[src/rtl/lms_ctr_oc_mem_arb.sv]
// Two-master Avalon-MM arbiter in front of a single-port on-chip memory.
// Round-robin with a bounded lock override; read data returns one cycle after the grant.
module lms_ctr_oc_mem_arb #(
  parameter int ADDR_W   = 13,
  parameter int DATA_W   = 32,
  parameter int MAX_HOLD = 8
) (
  input  logic                clk,
  input  logic                reset,
  input  logic                reset_req,
  input  logic [ADDR_W-1:0]   m0_address,
  input  logic [DATA_W/8-1:0] m0_byteenable,
  input  logic                m0_read,
  input  logic                m0_write,
  input  logic [DATA_W-1:0]   m0_writedata,
  input  logic                m0_lock,
  output logic                m0_waitrequest,
  output logic [DATA_W-1:0]   m0_readdata,
  output logic                m0_readdatavalid,
  input  logic [ADDR_W-1:0]   m1_address,
  input  logic [DATA_W/8-1:0] m1_byteenable,
  input  logic                m1_read,
  input  logic                m1_write,
  input  logic [DATA_W-1:0]   m1_writedata,
  input  logic                m1_lock,
  output logic                m1_waitrequest,
  output logic [DATA_W-1:0]   m1_readdata,
  output logic                m1_readdatavalid,
  output logic [ADDR_W-1:0]   mem_address,
  output logic [DATA_W/8-1:0] mem_byteenable,
  output logic [DATA_W-1:0]   mem_writedata,
  output logic                mem_chipselect,
  output logic                mem_write,
  output logic                mem_clken,
  input  logic [DATA_W-1:0]   mem_readdata
);

  localparam int HC_W = $clog2(MAX_HOLD + 1);
  localparam logic [HC_W-1:0] HOLD_MAX = HC_W'(MAX_HOLD);

  logic            req0, req1;
  logic            grant0, grant1, gnt_any, gnt_id, gnt_wr, gnt_rd;
  logic            keep_last, sel;

  logic            ptr_q, ptr_d;
  logic [HC_W-1:0] hold_q, hold_d;
  logic            last_vld_q, last_vld_d;
  logic            last_id_q, last_id_d;
  logic            tag_vld_q, tag_vld_d;
  logic            tag_id_q, tag_id_d;

  assign req0 = m0_read | m0_write;
  assign req1 = m1_read | m1_write;

  // Contention is the only case where the pointer or the lock matters.
  always_comb begin
    grant0    = 1'b0;
    grant1    = 1'b0;
    keep_last = 1'b0;
    sel       = ptr_q;
    if (!reset_req) begin
      if (req0 && req1) begin
        keep_last = last_vld_q && (last_id_q ? m1_lock : m0_lock) && (hold_q < HOLD_MAX);
        sel       = keep_last ? last_id_q : ptr_q;
        grant0    = ~sel;
        grant1    = sel;
      end else begin
        grant0 = req0;
        grant1 = req1;
      end
    end
  end

  assign gnt_any = grant0 | grant1;
  assign gnt_id  = grant1;
  assign gnt_wr  = grant1 ? m1_write : m0_write;
  assign gnt_rd  = gnt_any & ~gnt_wr;

  // Idle cycles leave the arbitration history untouched; only grants advance it.
  always_comb begin
    ptr_d      = ptr_q;
    hold_d     = hold_q;
    last_vld_d = last_vld_q;
    last_id_d  = last_id_q;
    if (gnt_any) begin
      ptr_d      = ~gnt_id;
      last_vld_d = 1'b1;
      last_id_d  = gnt_id;
      if (last_vld_q && (last_id_q == gnt_id))
        hold_d = (hold_q == HOLD_MAX) ? hold_q : hold_q + HC_W'(1);
      else
        hold_d = HC_W'(1);
    end
    tag_vld_d = gnt_rd;
    tag_id_d  = gnt_id;
  end

  always_ff @(posedge clk) begin
    if (reset) begin
      ptr_q      <= 1'b0;
      hold_q     <= '0;
      last_vld_q <= 1'b0;
      last_id_q  <= 1'b0;
      tag_vld_q  <= 1'b0;
      tag_id_q   <= 1'b0;
    end else begin
      ptr_q      <= ptr_d;
      hold_q     <= hold_d;
      last_vld_q <= last_vld_d;
      last_id_q  <= last_id_d;
      tag_vld_q  <= tag_vld_d;
      tag_id_q   <= tag_id_d;
    end
  end

  assign m0_waitrequest   = req0 & ~grant0;
  assign m1_waitrequest   = req1 & ~grant1;

  assign mem_address      = grant1 ? m1_address    : m0_address;
  assign mem_byteenable   = grant1 ? m1_byteenable : m0_byteenable;
  assign mem_writedata    = grant1 ? m1_writedata  : m0_writedata;
  assign mem_chipselect   = gnt_any;
  assign mem_write        = gnt_any & gnt_wr;
  assign mem_clken        = ~reset_req;

  // Both masters see the memory bus; the tag decides who is told it is valid.
  assign m0_readdata      = mem_readdata;
  assign m1_readdata      = mem_readdata;
  assign m0_readdatavalid = tag_vld_q & ~tag_id_q;
  assign m1_readdatavalid = tag_vld_q & tag_id_q;

endmodule

[config.mk]
export PLATFORM = sky130hd
export DESIGN_NAME = lms_ctr_oc_mem_arb
export DESIGN_NICKNAME = d
export VERILOG_FILES = /design/src/rtl/lms_ctr_oc_mem_arb.sv
export SDC_FILE = /design/constraint.sdc
export NUM_CORES = 1
export LEC_CHECK = 0
export BUFFER_PORTS_ARGS = -buffer_cell sky130_fd_sc_hd__buf_4
export CELL_PAD_IN_SITES_DETAIL_PLACEMENT = 1
export CELL_PAD_IN_SITES_GLOBAL_PLACEMENT = 1
export CORE_MARGIN = 5
export CORE_UTILIZATION = 17
export CTS_BUF_LIST = sky130_fd_sc_hd__clkbuf_4
export DETAILED_ROUTE_END_ITERATION = 16
export PLACE_DENSITY = 0.87
export SYNTH_ARGS = -nofsm -noshare
export SYNTH_HDL_FRONTEND = slang
export SYNTH_SLANG_ARGS = --single-unit
[constraint.sdc]
create_clock -name clk -period 2.2 [get_ports clk]
set_input_delay 0.22 -clock clk [delete_from_list [all_inputs] [get_ports clk]]
set_output_delay 0.22 -clock clk [all_outputs]
set_load 0.05 [all_outputs]
==> results of run 1 <==
worst min path at each step:
| stage | from | slack (ps) | depth (start not counted) | end |
|---|---|---|---|---|
| floorplan | reset_req | 310 | 1 | tag_vld_q |
| global placement | mem_readdata[15] | 440 | 0 | m0_readdata[15] |
| detailed placement | mem_readdata[15] | 440 | 0 | m0_readdata[15] |
| CTS | m1_write | 170 | 2 | tag_vld_q |
| global route | m1_write | 170 | 2 | tag_vld_q |
| finish | m1_write | 170 | 2 | tag_vld_q |
area by class of cell:
cell class | instances | share of cell area (%)
Clock buffer | 4 | 0.8886
Inverter | 8 | 0.8886
Multi-Input combinational cell | 104 | 33.36
Sequential cell | 9 | 5.665
Tap cell | 133 | 4.924
Timing Repair Buffer | 184 | 54.28
worst register-to-register path, cell delays in order (launching register included):
cell	delay, ps
dfxtp_4	360
nor2b_4	130
o31ai_4	270
a211oi_4	120
buf_6	140
buf_4	130
or4b_1	490
o311a_1	170
a22o_1	190
report_power, final:
group | switching (W) | internal [W] | total [W]
registers | 0.00000903 | 0.000170 | 0.000180
clock network | 0.0000732 | 0.0000830 | 0.000156
logic | 0.000547 | 0.000535 | 0.00108
synth_stat cells, types with 2 or more instances:
cell type  count  area (um^2)
mux2_2        49        551.8
inv_1          8        30.03
nand3_1        3        15.01
a31oi_1        3        18.77
ha_1           2        25.02
nand2_1        7        26.28
buf_4         64        480.5
a21oi_1        3        15.01
nor2_1        14        52.55
dfxtp_1        9        180.2
nor3_1         2        10.01
nand4_1        2        12.51
buf_2          6        30.03
registers in the layout (all words and copies together) (netlist names):
register and flops:
hold_q 4, last_id_q 1, last_vld_q 1, ptr_q 1
tag_id_q 1, tag_vld_q 1
layer usage:
layer / share of wire, % / global-route usage, %
met1: 31 / 12.78
met2: 58 / 26.92
met3: 9.3 / 5.075
met4: 1.4 / 2.615
met5: 0 / 0
metrics by stage:
| stage | util (%) | instances | TNS [ps] | power (W) | cell area (um^2) |
|---|---|---|---|---|---|
| 2_1_floorplan | - | 192 | 0 | 0.0009890 | 1648 |
| 3_3_place_gp | 26.96 | 422 | 0 | 0.0009902 | 2586 |
| 3_5_place_dp | 26.96 | 422 | 0 | 0.001005 | 2586 |
| 4_1_cts | 34.12 | 441 | -3913 | 0.001376 | 3273 |
| 5_1_grt | 35.22 | 442 | -9570 | 0.001482 | 3379 |
| 6_report | 35.22 | 442 | -4778 | 0.001417 | 3379 |
what timing repair did:
item | CTS | global route
pin swaps | 3 | 4
resized for setup | 130 | 34
cloned | 4 | 1
buffers inserted | 12 | 3
endpoints found under the setup margin | 49 | 51
hold endpoints to repair | 0 | 0
hold buffers | 0 | 0
cells by family after synthesis:
kind of cell	after synthesis	synth area share, %
buffers and inverters	79	33.03
AND/OR/NAND/NOR	35	10.56
multiplexers	49	33.49
AO/OA/AOI/OAI	17	9.948
adder cells (fa/ha/maj)	2	1.518
flip-flops	9	10.93
XOR/XNOR	1	0.5316
cell usage in the layout, fill, tap and decap left out, drive strengths merged:
cell     instances
nand2            7
xnor2            1
dfxtp            9
buf            183
nand2b           1
ha               2
clkbuf           5
inv              8
or2              1
a211oi           2
nor2b            2
a22oi            1
and2             1
a31oi            3
nand3            3
or4b             1
o31ai            1
a21oi            3
nor3             2
nand4            2
a22o             1
o311a            1
o32ai            2
a2111oi          1
a41oi            1
o21ai            1
mux2            49
nor2            14
nor4b            1
==> metrics.csv, run 1 <==
metric,value,unit
CTS tree,done,
post-route ant nets,0,
"Arr. time, crit path",2120,ps
Syn Nets,333,
"Async S/R FF share, synth",0,%
H-Tree Depth,1,
RSZ-0062 raised after global routing,yes,
worst-case vdd ir drop,0.1838,mV
synth unique cells,33,
largest net degree at the start of global routing,16,
GPL Wtd Cong,0.7588,
"flops & latches, synth",9,
"Cell Area, Synth",1648,um^2
Initial Utilization,17.18,%
Total GRT Usage,13.40,%
clock buffer depth,2,
CP Depth,8,
Slew Limit Fails,0,
critical path capture point type,output port,
first-pass GRT wire length,12040,um
failing checks,negative setup slack,
Leak,1.627,nW
total wire length,8598,um
Worst Hold Slack,169.3,ps
status,finished with violations,
setup violators final,49,
Vias/cell,4.066,
measured slew at the worst slew-check pin,388.6,ps
critical path endpoint,mem_writedata[7],
slew margin rel.,73.43,%
final net count,451,
r2r worst-path depth,8,
area of the core,9594,um^2
Starting DRT DRC Count,29,
RR Startpoint,last_id_q,
PwrDens,419.3,nW/um^2
Critical Path RT,1980,ps
antenna cells,0,
TritonRoute pass-1 iters,3,
Worst path max stage delay,360,ps
share of layout cells above drive strength 1,80.91,%
initial antenna violation count,0,
Detail Placement HPWL,6205,um
CP Class,reg -> out,
pre-CTS setup slack,65.95,ps
Clock Latency Late Sink,290,ps
critical path buffer and inverter count,4,
Most common cell on crit path,buf_6,
crit path launch type,flop,
Crit Path Max Fanout,7,
Max Fclk,427.4,MHz
Hold/Removal Path Class,in -> reg,
CTS Sinks,9,
Num CTS Buffers,3,
Final WS setup,-139.6,ps
PortBufs,162,
Vias,1797,
root buffer cell,clkbuf_4,
Synth Flop Type,dfxtp_1,
Worst Skew,6.157,ps
CP top delay family,buffers and inverters,
crit-path cells,nor2b_4 -> o31ai_4 -> a211oi_4 -> buf_6 -> buf_6 -> clkbuf_16 -> mux2_4 -> buf_6,
FILL cells,1093,
area added between synthesis and finish,105.1,%
crit path from,last_id_q,
"EDFF count, synth",0,
slowest CP cell,dfxtp_4,
clk slew on worst S/H paths,70,ps
Syn Area/Cell,8.582,um^2
Post-Syn Instances,192,
aggregate global routing overflow,0,
area occupied by multi-input gates,1127,um^2
die width,108.5,um
Reg area,191.4,um^2
Final min period,2340,ps
die area,11760,um^2
reg-to-reg endpoint,hold_q[0],
sequential area share after synthesis,10.93,%
wire per inst,19.45,um
DIE HEIGHT,108.5,um
Synth Warn #,0,
IO Pins,259,
R2R setup slack,100,ps
Max-cap violations,0,
row count,36,
Remaining DRCs,0,
Final period util,106.3,%
Final Hold Viols,0,
vias in the first global route,2195,
No activity file was read; power rests on OpenSTA's default activity.
==> run 2: changes to the inputs <==
--- a/config.mk
+++ b/config.mk
@@ -13,6 +13,7 @@
 export CTS_BUF_LIST = sky130_fd_sc_hd__clkbuf_4
 export DETAILED_ROUTE_END_ITERATION = 16
 export PLACE_DENSITY = 0.87
+export REMOVE_ABC_BUFFERS = 1
 export SYNTH_ARGS = -nofsm -noshare
 export SYNTH_HDL_FRONTEND = slang
 export SYNTH_SLANG_ARGS = --single-unit
==> run 2 against run 1 <==
The run still ends with negative setup slack left. Clock power shrank 4%. Core utilization fell by 1.4 points. Hold slack improved by 24 ps. Sequential share of layout area barely moved. Die area did not move. Clock skew is 5.2 ps lower. Critical path type unchanged. Largest power group unchanged. Highest routed layer unchanged.
==> metrics.csv, run 2 (synthesized netlist as in run 1, its figures left out) <==
metric,value,unit,change
Remaining DRCs,0,,unchanged
post-route ant nets,0,,unchanged
Min-Delay Startpoint,m1_write,,unchanged
R2R setup slack,150,ps,was 100 ps
area of the core,9594,um^2,unchanged
CP top delay family,compound AO/OA/AOI/OAI gates,,was buffers and inverters
"leading cell type in the layout, fill and taps excluded",buf_4,,unchanged
final net count,449,,was 451
share of layout cells above drive strength 1,79.80,%,was 80.91%
Num CTS Buffers,3,,unchanged
vias in the first global route,2210,,"was 2,195"
Worst Skew,0.9306,ps,was 6.157 ps
area occupied by multi-input gates,1080,um^2,was 1127 um^2
Clk pwr share,10.8,%,was 11.0%
DR WL met2,5674,um,was 4994 um
failing checks,negative setup slack,,unchanged
met3 WL,2841,um,was 799 um
Max Fclk,420.8,MHz,was 427.4 MHz
initial antenna violation count,0,,unchanged
Vias,1920,,"was 1,797"
Critical Path RT,1980,ps,about the same
die width,108.5,um,unchanged
worst-case vdd ir drop,0.1818,mV,was 0.1838 mV
Highest Signal Layer,met4,,unchanged
RSZ-0062 raised after global routing,yes,,unchanged
crit path launch type,flop,,unchanged
critical path buffer and inverter count,3,,was 4
Reg area,185.2,um^2,was 191.4 um^2
Worst Hold Slack,193.0,ps,was 169.3 ps
area added between synthesis and finish,97.11,%,was 105.1%
crit path from,last_id_q,,unchanged
WL met1,4174,um,was 2679 um
Final min period,2377,ps,was 2340 ps
Final Hold Viols,0,,unchanged
clk slew on worst S/H paths,70,ps,about the same
Leak,1.555,nW,was 1.627 nW
Crit Path Max Fanout,6,,was 7
"Arr. time, crit path",2160,ps,was 2120 ps
critical path endpoint,mem_writedata[13],,was mem_writedata[7]
largest net degree at the start of global routing,14,,was 16
Final period util,108.0,%,was 106.3%
wire per inst,28.99,um,was 19.45 um
pre-CTS setup slack,1.594,ps,was 65.95 ps
CP Depth,7,,was 8
Clock Latency Late Sink,270,ps,was 290 ps
clock buffer depth,2,,unchanged
sequential power share,13.0,%,was 12.7%
PwrDens,428.6,nW/um^2,was 419.3 nW/um^2
"commonest cells after routing, fill and taps aside","buf_4 (135), mux2_4 (38), buf_8 (36)",,"was buf_4 (123), mux2_4 (49), buf_8 (43)"
max reg flops,4,,unchanged
critical path capture point type,output port,,unchanged
crit-path cells,nor2b_4 -> o31ai_4 -> a211oi_4 -> buf_12 -> clkbuf_16 -> mux2_4 -> buf_6,,was nor2b_4 -> o31ai_4 -> a211oi_4 -> buf_6 -> buf_6 -> clkbuf_16 -> mux2_4 -> buf_6
CTS Sinks,9,,unchanged
Total GRT Usage,20.05,%,was 13.40%
sw frac,45.78,%,was 44.38%
Starting DRT DRC Count,60,,was 29
Hold/Removal Path Class,in -> reg,,unchanged
FILL cells,1110,,"was 1,093"
CTS Hold Bufs,0,,unchanged
TritonRoute pass-1 iters,4,,was 3
CP Class,reg -> out,,unchanged
Gate power share,76.2,%,was 76.3%
die area,11760,um^2,unchanged
Sw Pwr,0.0006373,W,was 0.0006290 W
antenna cells,0,,unchanged
total wire length,12760,um,was 8598 um
slew margin rel.,69.70,%,was 73.43%
slowest CP cell,a211oi_4,,was dfxtp_4
PortBufs,162,,unchanged
status,finished with violations,,unchanged
Slew Limit Fails,0,,unchanged
root buffer cell,clkbuf_4,,unchanged
fin util,33.86,%,was 35.22%
setup violators final,49,,unchanged
Max-cap violations,0,,unchanged
Pint,0.0007549,W,was 0.0007881 W
Vias/cell,4.364,,was 4.066
GPL Wtd Cong,0.8313,,was 0.7588
row count,36,,unchanged
IO Pins,259,,unchanged
measured slew at the worst slew-check pin,453.1,ps,was 388.6 ps
reg-to-reg endpoint,hold_q[0],,unchanged
DIE HEIGHT,108.5,um,unchanged
RR Startpoint,last_id_q,,unchanged
aggregate global routing overflow,0,,unchanged
Final WS setup,-176.5,ps,was -139.6 ps
Largest Register,hold_q,,unchanged
Initial Utilization,17.18,%,unchanged
r2r worst-path depth,7,,was 8
H-Tree Depth,1,,unchanged
first-pass GRT wire length,16220,um,"was 12,040 um"
Worst path max stage delay,460,ps,was 360 ps
CTS tree,done,,unchanged
Detail Placement HPWL,10930,um,was 6205 um
## run 2: cell types whose count changed in the layout (fill, tap and decap cells not counted), sizes merged
cell,previous run,this run
buf,183,180
clkbuf,5,6
## run 2: repair_timing
| item | in CTS | in global routing |
|---|---|---|
| setup buffers | 5 | 1 |
| gates resized for setup | 66 | 59 |
| cloned | 2 | 2 |
| endpoints found under the hold margin | 0 | 0 |
| endpoints found under the setup margin | 50 | 50 |
| pin swaps | 2 | 2 |
## run 2: layout make-up
cell class | instances | area share, %
multi-input cells | 104 | 33.24
repair buffers | 182 | 54.08
flip-flops and latches | 9 | 5.701
clock buffers | 4 | 0.9245
well taps | 133 | 5.123
inverters | 8 | 0.9245
## run 2: stage by stage
| step | total power (W) | instance area [um^2] | instances | setup TNS, ps |
|---|---|---|---|---|
| finish | 0.001392 | 3248 | 440 | -7097 |
| global route | 0.001439 | 3248 | 440 | -10800 |
| CTS | 0.001297 | 2967 | 437 | -6921 |
| detailed placement | 0.001038 | 2604 | 426 | 0 |
| global placement | 0.001033 | 2604 | 426 | 0 |
| floorplan | 0.0006689 | 1134 | 121 | -38860 |
## run 2: power groups by stage
stage	clock (W)	sequential, W	combinational (W)
after floorplan	0	0.000184	0.000485
after global placement	0	0.000184	0.000849
after detailed placement	0	0.000185	0.000853
after CTS	0.000155	0.000180	0.000961
after global routing	0.000154	0.000182	0.00110
final	0.000150	0.000181	0.00106
## run 2: worst reg2reg max path, cell delays in order (launching register included)
cell      delay (ps)
dfxtp_2          360
nor2b_4          160
o31ai_4           80
a211oi_4         460
buf_4            220
xnor2_1          160
nand4_1          240
a22o_1           260
## run 2: layer usage
metal / track usage [%] / vias up
met3: 18.81 / 8
met2: 31.33 / 205
li1: - / 826
met4: 3.066 / 0
met5: 4.911 / -
met1: 19.60 / 881
## run 2: how the worst min path moves through the flow
stage                 endpoint  slack, ps  depth (start not counted)
5_1_grt              tag_vld_q        200                          2
6_report             tag_vld_q        190                          2
4_1_cts              tag_vld_q        180                          2
2_1_floorplan        last_id_q        290                          1
3_5_place_dp   m1_readdata[23]        440                          0
3_3_place_gp   m1_readdata[23]        440                          0
==> run 3: changes to the inputs <==
--- a/config.mk
+++ b/config.mk
@@ -14,6 +14,7 @@
 export DETAILED_ROUTE_END_ITERATION = 16
 export PLACE_DENSITY = 0.87
 export REMOVE_ABC_BUFFERS = 1
+export SKIP_CTS_REPAIR_TIMING = 1
 export SYNTH_ARGS = -nofsm -noshare
 export SYNTH_HDL_FRONTEND = slang
 export SYNTH_SLANG_ARGS = --single-unit
==> run 3 against run 2 <==
The flow still finishes with violations (negative setup slack). Sequential share of layout area increased by 0.72 points. Register-to-register slack got worse by 140 ps. Flip-flop and latch count unchanged. Sequential power about the same. Final area decreased by 9.4%. Global-route usage decreased by 0.65 points. Critical path type unchanged. Count of clock-buffer cells in the layout unchanged. Clock power about the same.
==> metrics.csv, run 3 (synthesized netlist as in run 1, its figures left out) <==
metric,value,unit,change
root buffer cell,clkbuf_4,,unchanged
pre-CTS setup slack,1.594,ps,unchanged
share of layout cells above drive strength 1,79.80,%,about the same
slew margin rel.,56.86,%,was 69.70%
post-route ant nets,0,,unchanged
initial antenna violation count,0,,unchanged
fin util,30.66,%,was 33.86%
Total GRT Usage,19.40,%,was 20.05%
total wire length,12410,um,"was 12,760 um"
die area,11760,um^2,unchanged
failing checks,negative setup slack,,unchanged
Slew Limit Fails,0,,unchanged
status,finished with violations,,unchanged
Detail Placement HPWL,10930,um,unchanged
Starting DRT DRC Count,81,,was 60
Initial Utilization,17.18,%,unchanged
Worst Hold Slack,187.5,ps,was 193.0 ps
worst-case vdd ir drop,0.1369,mV,was 0.1818 mV
"leading cell type in the layout, fill and taps excluded",buf_4,,unchanged
wire per inst,28.54,um,was 28.99 um
Largest Register,hold_q,,unchanged
PortBufs,162,,unchanged
vias in the first global route,2147,,"was 2,210"
Min-Delay Startpoint,m1_write,,unchanged
"Arr. time, crit path",2060,ps,was 2160 ps
Vias,1882,,"was 1,920"
Post-Route Setup TNS,-2324,ps,was -7097 ps
Critical Path RT,1980,ps,about the same
Vias/cell,4.326,,was 4.364
Max-cap violations,0,,unchanged
Worst Skew,4.528,ps,was 0.9306 ps
GPL Wtd Cong,0.8313,,unchanged
CTS tree,done,,unchanged
largest net degree at the start of global routing,27,,was 14
crit path launch type,flop,,unchanged
Num CTS Buffers,3,,unchanged
setup violators final,48,,was 49
critical path capture point type,output port,,unchanged
Crit Path Max Fanout,5,,was 6
CTS Sinks,9,,unchanged
final net count,444,,was 449
area of the core,9594,um^2,unchanged
RR Startpoint,last_id_q,,unchanged
Leak,1.363,nW,was 1.555 nW
H-Tree Depth,1,,unchanged
Final period util,103.5,%,was 108.0%
Remaining DRCs,0,,unchanged
RSZ-0062 raised after global routing,yes,,unchanged
die width,108.5,um,unchanged
Hold/Removal Path Class,in -> reg,,unchanged
measured slew at the worst slew-check pin,644.7,ps,was 453.1 ps
first-pass GRT wire length,15680,um,"was 16,220 um"
crit path from,last_id_q,,unchanged
TritonRoute pass-1 iters,4,,unchanged
Final min period,2277,ps,was 2377 ps
Max Fclk,439.2,MHz,was 420.8 MHz
Final WS setup,-76.74,ps,was -176.5 ps
PwrDens,437.1,nW/um^2,was 428.6 nW/um^2
Clock Latency Late Sink,270,ps,about the same
"commonest cells after routing, fill and taps aside","buf_4 (125), buf_6 (49), mux2_2 (41)",,"was buf_4 (135), mux2_4 (38), buf_8 (36)"
DIE HEIGHT,108.5,um,unchanged
area added between synthesis and finish,78.51,%,was 97.11%
clock buffer depth,2,,unchanged
clk slew on worst S/H paths,70,ps,about the same
antenna cells,0,,unchanged
IO Pins,259,,unchanged
aggregate global routing overflow,0,,unchanged
CP Class,reg -> out,,unchanged
row count,36,,unchanged
max reg flops,4,,unchanged
Final Hold Viols,0,,unchanged
[run 3: cell types whose count changed in the layout (fill, tap and decap cells not counted), moves of 3 or more]
| cell | before | now |
|---|---|---|
| buf_8 | 36 | 0 |
| mux2_2 | 11 | 41 |
| buf_6 | 4 | 49 |
| buf_4 | 135 | 125 |
| mux2_4 | 38 | 8 |
| buf_12 | 4 | 1 |
[run 3: worst paths after layout]
check,endpoint,slack [ps],depth (start not counted)
max reg2reg,hold_q[0],10,7
min reg2reg,hold_q[3],530,2
max,mem_writedata[9],-80,7
min,tag_vld_q,190,2
[run 3: routing by layer]
layer  part of all wire, %  GRT usage (%)
met2                    43          29.26
met3                    23          19.16
met1                    33          19.20
met5                  0.23          4.911
met4                  0.52          3.066
[run 3: power by group]
part	internal (W)	leakage [nW]	switching [W]
Sequential	0.000172	0.0755	0.0000102
Combinational	0.000414	1.27	0.000537
Clock	0.0000827	0.0184	0.0000698
Total	0.000669	1.36	0.000617
[run 3: cell type report]
class,instances,area (um^2)
inverters,8,30.03
multi-input cells,105,991.0
flip-flops and latches,9,188.9
clock buffers,4,30.03
repair buffers,176,1535
well taps,133,166.4
fillers,1126,6653
[run 3: metrics by stage]
step | total power, W | area [um^2] | std cells
floorplan | 0.0006689 | 1134 | 121
global placement | 0.001033 | 2604 | 426
detailed placement | 0.001038 | 2604 | 426
CTS | 0.001193 | 2634 | 430
global route | 0.001330 | 2942 | 435
finish | 0.001286 | 2942 | 435
[run 3: worst max-delay path: stages, from the launching register on]
cell	delay (ps)
dfxtp_4	360
nor2b_4	130
o31ai_4	380
a211oi_4	110
buf_6	170
buf_6	130
mux2_2	330
buf_6	170
